[config.mk]
export PLATFORM = sky130hd
export DESIGN_NAME = tiny_host_ctrl
export DESIGN_NICKNAME = d
export VERILOG_FILES = /design/src/rtl/tiny_pkg.sv /design/src/rtl/beat_packer.sv /design/src/rtl/tiny_host_ctrl.sv
export SDC_FILE = /design/constraint.sdc
export NUM_CORES = 1
export LEC_CHECK = 0
export BUFFER_PORTS_ARGS = -buffer_cell sky130_fd_sc_hd__buf_2
export CAP_MARGIN = 20
export CELL_PAD_IN_SITES_DETAIL_PLACEMENT = 0
export CELL_PAD_IN_SITES_GLOBAL_PLACEMENT = 1
export CORE_MARGIN = 5
export CORE_UTILIZATION = 44
export DETAILED_ROUTE_END_ITERATION = 10
export GPL_ROUTABILITY_DRIVEN = 0
export PLACE_DENSITY = 0.86
export SLEW_MARGIN = 25
export SYNTH_ARGS = -nofsm -noshare
export SYNTH_HDL_FRONTEND = slang
export SYNTH_SLANG_ARGS = --single-unit
[constraint.sdc]
create_clock -name clk -period 2.6 [get_ports clk]
set_input_delay 0 -clock clk [delete_from_list [all_inputs] [get_ports clk]]
set_output_delay 0 -clock clk [all_outputs]
set_load 0.05 [all_outputs]
[src/rtl/tiny_pkg.sv]
// tiny_pkg: shared widths, command opcodes and controller states for the tiny host controller.
// No ports; imported by beat_packer and tiny_host_ctrl.
package tiny_pkg;
  localparam int ELEM_W = 198;
  localparam int ADDR_W = 6;
  localparam int BEAT_W = 33;
  localparam int BEATS = 6;
  localparam int CNT_W = 3;
  typedef enum logic [1:0] {
    OP_WRITE = 2'b00,
    OP_READ  = 2'b01,
    OP_RUN   = 2'b10,
    OP_NOP   = 2'b11
  } op_e;
  typedef enum logic [2:0] {
    S_IDLE,
    S_LOAD,
    S_WRITE,
    S_RADDR,
    S_SEND,
    S_RUN
  } state_e;
endpackage

[src/rtl/beat_packer.sv]
// beat_packer: 6x33-bit <-> 198-bit shift register with beat counter, used for both pack and unpack.
// Ports: clk/reset (async active-low); load_i/word_i parallel load (clears counter);
// shift_i/beat_i shift one beat in at the top while the lowest beat leaves;
// word_o low OUT_W bits of the register; last_o high while the counter sits on the final beat.
module beat_packer
  import tiny_pkg::*;
#(
  parameter int OUT_W = ELEM_W
) (
  input  logic              clk,
  input  logic              reset,
  input  logic              load_i,
  input  logic [ELEM_W-1:0] word_i,
  input  logic              shift_i,
  input  logic [BEAT_W-1:0] beat_i,
  output logic [OUT_W-1:0]  word_o,
  output logic              last_o
);
  logic [ELEM_W-1:0] word_q, word_d;
  logic [CNT_W-1:0] cnt_q, cnt_d;
  assign last_o = cnt_q == CNT_W'(BEATS - 1);
  assign word_o = word_q[OUT_W-1:0];
  // Beats enter at the top and move down, so after six shifts beat 0 sits in the lowest slice.
  always_comb begin
    word_d = load_i ? word_i : shift_i ? {beat_i, word_q[ELEM_W-1:BEAT_W]} : word_q;
    cnt_d = load_i ? '0 : shift_i ? (last_o ? '0 : cnt_q + 1'b1) : cnt_q;
  end
  always_ff @(posedge clk or negedge reset) begin
    if (!reset) begin
      word_q <= '0;
      cnt_q <= '0;
    end else begin
      word_q <= word_d;
      cnt_q <= cnt_d;
    end
  end
endmodule

[src/rtl/tiny_host_ctrl.sv]
// tiny_host_ctrl: host-side initiator that writes/reads 198-bit elements in the tiny core RAM
// as six 33-bit beats and launches pairing runs.
// Ports: clk, reset (async active-low); cmd_* command handshake; in_* write-beat handshake;
// out_* read-beat handshake; busy; core side sel/addr/w/data/go out, core_out/done in.
module tiny_host_ctrl
  import tiny_pkg::*;
#(
  parameter int RD_LAT = 1
) (
  input  logic              clk,
  input  logic              reset,
  input  logic              cmd_valid,
  output logic              cmd_ready,
  input  logic [1:0]        cmd_op,
  input  logic [ADDR_W-1:0] cmd_addr,
  input  logic              in_valid,
  output logic              in_ready,
  input  logic [BEAT_W-1:0] in_data,
  output logic              out_valid,
  input  logic              out_ready,
  output logic [BEAT_W-1:0] out_data,
  output logic              busy,
  output logic              sel,
  output logic [ADDR_W-1:0] addr,
  output logic              w,
  output logic [ELEM_W-1:0] data,
  output logic              go,
  input  logic [ELEM_W-1:0] core_out,
  input  logic              done
);
  localparam int LAT_W = $clog2(RD_LAT + 1);
  state_e state_q, state_d;
  logic [ADDR_W-1:0] addr_q, addr_d;
  logic [LAT_W-1:0] lat_q, lat_d;
  logic first_q;
  logic pack_shift, pack_last, unpack_load, unpack_shift, unpack_last;
  logic [ELEM_W-1:0] pack_word;
  assign pack_shift = state_q == S_LOAD && in_valid;
  assign unpack_load = state_q == S_RADDR && lat_q == LAT_W'(RD_LAT - 1);
  assign unpack_shift = state_q == S_SEND && out_ready;
  beat_packer #(.OUT_W(ELEM_W)) u_pack (
    .clk(clk),
    .reset(reset),
    .load_i(1'b0),
    .word_i('0),
    .shift_i(pack_shift),
    .beat_i(in_data),
    .word_o(pack_word),
    .last_o(pack_last)
  );
  // Zeros shift in behind the outgoing beats, so out_data returns to zero once the element is sent.
  beat_packer #(.OUT_W(BEAT_W)) u_unpack (
    .clk(clk),
    .reset(reset),
    .load_i(unpack_load),
    .word_i(core_out),
    .shift_i(unpack_shift),
    .beat_i('0),
    .word_o(out_data),
    .last_o(unpack_last)
  );
  always_comb begin
    state_d = state_q;
    addr_d = addr_q;
    lat_d = (state_q == S_RADDR && !unpack_load) ? lat_q + 1'b1 : '0;
    cmd_ready = state_q == S_IDLE;
    in_ready = state_q == S_LOAD;
    out_valid = state_q == S_SEND;
    busy = state_q != S_IDLE;
    sel = state_q == S_WRITE || state_q == S_RADDR;
    w = state_q == S_WRITE;
    addr = sel ? addr_q : '0;
    data = w ? pack_word : '0;
    go = state_q == S_RUN && first_q;
    case (state_q)
      S_IDLE: if (cmd_valid) begin
        addr_d = cmd_addr;
        state_d = cmd_op == OP_WRITE ? S_LOAD : cmd_op == OP_READ ? S_RADDR :
                  cmd_op == OP_RUN ? S_RUN : S_IDLE;
      end
      S_LOAD: if (pack_shift && pack_last) state_d = S_WRITE;
      S_WRITE: state_d = S_IDLE;
      S_RADDR: if (unpack_load) state_d = S_SEND;
      S_SEND: if (unpack_shift && unpack_last) state_d = S_IDLE;
      // first_q masks the go cycle so a done left high from a previous run is not taken.
      S_RUN: if (!first_q && done) state_d = S_IDLE;
      default: state_d = S_IDLE;
    endcase
  end
  always_ff @(posedge clk or negedge reset) begin
    if (!reset) begin
      state_q <= S_IDLE;
      addr_q <= '0;
      lat_q <= '0;
      first_q <= 1'b0;
    end else begin
      state_q <= state_d;
      addr_q <= addr_d;
      lat_q <= lat_d;
      first_q <= state_q == S_IDLE;
    end
  end
endmodule

==> results.cfg <==
[power_and_ir_drop]
sequentialPowerShare_pct = 44.8
p_sw_mw = 8.97
pwr-share-comb_pct = 29.5
ir_drop_uv = 705
clockPowerShare_pct = 25.7
p_leak_nw = 12.9
p_int_mw = 16.4
power.density_nw_per_um2 = 1020
swShare_pct = 35.4

[setup_path]
crit_chain = nor3_2 > inv_1 > a21oi_1 > dlygate4sd3_1 > mux2_2 > dlygate4sd3_1
max_stage_delay_ps = 680
required_ps = 3040
cp-end-kind = flop
start_kind = flop
slowest_stage = dfrtp_1
arrival_ps = 2910
cpMostUsedCell = dlygate4sd3_1
path_buf_inv = 3
crit_family = buffers and inverters
crit_type = flop to flop
crit_path_max_fanout = 17

[yosys]
syn_nets = 1864
async_flop_share_pct = 100
synth.distinct_cells = 39
synth_edf_count = 0
syn_area_um2 = 18100
ys_seq_area_share_pct = 57.1
synth_top_area_share_pct = 57.1
yosys_most_used_dff = dfrtp_1
synthTopCellsByArea = dfrtp_1 57%, mux2_2 13%, nand2_1 8.4%
yosysWarnings = 0
synth_seq_cells = 413
syn-mean-instance-area_um2 = 11.2
yosysTopAreaCell = dfrtp_1
syn_inst = 1619

[placed_design]
post_dp_cell_area_um2 = 20800
io_buffers = 488
hpwlAfterDp_um = 38000

[sta]
post-route-period-util_pct = 94.9
rsz0062_at_grt = false
final_max_slew_viol_count = 0
fin_crit_ps = 2470
fin_setup_tns_ps = 0
worst_slew_pin_slew_ps = 577
finClkSkew_ps = 17.8
fmax_ghz = 0.405
final-hold-violation-count = 0
setup_violations = 0
relSlewSlack_pct = 61.5

[grt]
grt_start_max_net_pins = 118
grt.met3_usage_pct = 4.38
grt_pass1_wl_um = 87900
antenna_found_initial = 8
grt_pass1_vias = 15400
gr-usage-met1_pct = 34.0
met2_usage_pct = 39.0
grt_usage_pct = 24.5
grt_overflow = 0
grt_busiest_layer = met2

[final_layout]
area_delta_synth_final_pct = 37.3
most-common-layout-cells = 487 x buf_2, 412 x dfrtp_1, 404 x nand2_1, 248 x dlygate4sd3_1
mostFrequentLayoutCell = buf_2
multi_input_area_um2 = 6840
fill_cells = 3289
drive_above_1_share_pct = 34.9
final_cell_area_um2 = 24900
nets = 2546
area.sequential_um2 = 10300

[drt]
drtPass1Iterations = 6
vias_per_cell = 5.19
ant_nets = 0
postRouteWirelength_um = 57100
avgRoutedWirePerCell_um = 19.9
drtIter0Drc = 1195
drc = 0
route.vias.total = 14900

[clock_tree]
cts_buffer_depth = 3
clockRootBuffer = clkbuf_16
cts_htree_levels = 2
cts_tree = yes
cts_sinks = 413
cts_buffers = 45
clk_pin_slew_ps = 60
clk_latency_ps = 560

[floorplan]
dieArea_um2 = 45300
die_w_um = 213
core_region_area_um2 = 40700
pin_count = 489
start_util_pct = 44.4
die_y_um = 213
num_rows = 74

[hold_path]
hold_path_class = input pin to flop

[run]
cap_violations = 0

[run_status]
status = finished clean
synthesized netlist by cell type, types with 2 or more instances:
cell type  instances
a22oi_1          165
clkbuf_1          17
nand4b_1           3
or3_1              2
buf_4             61
nor3_1             2
a21oi_1            2
buf_6             10
and2_1           205
nand3_1           35
dfrtp_1          413
nand2_1          404
o2111ai_1          2
and4bb_2           2
nand3b_1           2
nor2_1             5
inv_1              2
mux2_2           205
buf_2             60
o21ai_0            3
cell families after synthesis:
logic type      count (synthesis)  share of synthesized area (%)
buf+inv                       152                           5.25
compound gates                177                           7.28
simple gates                  669                           17.5
other cells                     1                         0.0207
xor+xnor                        2                         0.0968
mux                           205                           12.8
flops                         413                           57.1
power by group through the flow:
stage / Combinational, mW / Sequential (mW) / Clock, mW
after detailed placement: 7.03 / 11.3 / 0
after global routing: 8.13 / 11.7 / 6.93
final: 7.48 / 11.4 / 6.52
after global placement: 6.81 / 11.2 / 0
after floorplan: 6.00 / 10.3 / 0
after CTS: 7.45 / 11.3 / 6.66
layout make-up:
cell class	count	area share (%)
Antenna cell	10	0.101
Clock buffer	62	5.03
Clock inverter	12	0.966
Inverter	3	0.0453
Multi-Input combinational cell	1054	27.5
Sequential cell	413	41.6
Tap cell	532	2.68
Timing Repair Buffer	784	22.1
stage by stage:
stage | util, % | instances | hold slack, ps | total power, mW | setup slack, ps
2_1_floorplan | - | 1619 | -296 | 16.3 | 68.6
3_3_place_gp | 51.1 | 2535 | -10.1 | 18.0 | 525
3_5_place_dp | 51.1 | 2535 | -3.48 | 18.4 | 432
4_1_cts | 61.0 | 2860 | 12.7 | 25.4 | 106
5_1_grt | 61.0 | 2866 | 65.9 | 26.7 | 33.9
6_report | 61.0 | 2870 | 64.5 | 25.4 | 131
registers in the layout, indices dropped and copies added, names as in the netlist:
signal           cells
addr_q               6
first_q              1
lat_q                1
state_q              3
u_pack.cnt_q         3
u_pack.word_o      198
u_unpack.cnt_q       3
u_unpack.word_q    198
final timing paths:
check / cells after the start / to / startpoint / slack, ps
setup / recovery: 6 / state_q[0] / state_q[2] / 130
min in group asynchronous: 3 / u_pack.word_o[66] / reset / 490
max in group asynchronous: 4 / u_unpack.word_q[155] / reset / 1260
hold / removal: 3 / addr_q[1] / cmd_valid / 60
setup reg to reg: 6 / state_q[0] / state_q[2] / 130
hold reg to reg: 2 / u_unpack.word_q[1] / u_unpack.word_q[1] / 470
tightest hold or removal path: cells and delay by family:
kind / cells / cell delay, ps
simple gates: 1 / 220
buf+inv: 1 / 120
mux: 1 / 250
timing repair:
action	4_1_cts	5_1_grt
hold endpoints to repair	653	0
hold buffers	249	0
setup endpoints to repair	183	1
pin swaps	1	0
buffers inserted	2	0
gates resized for setup	0	1
metal layers:
layer / up-vias / wire length, um
li1: 6798 / -
met4: 2 / 2080
met3: 155 / 3640
met2: 615 / 27200
met5: - / 13
met1: 7322 / 24200
Power figures use the tool's default switching activity.
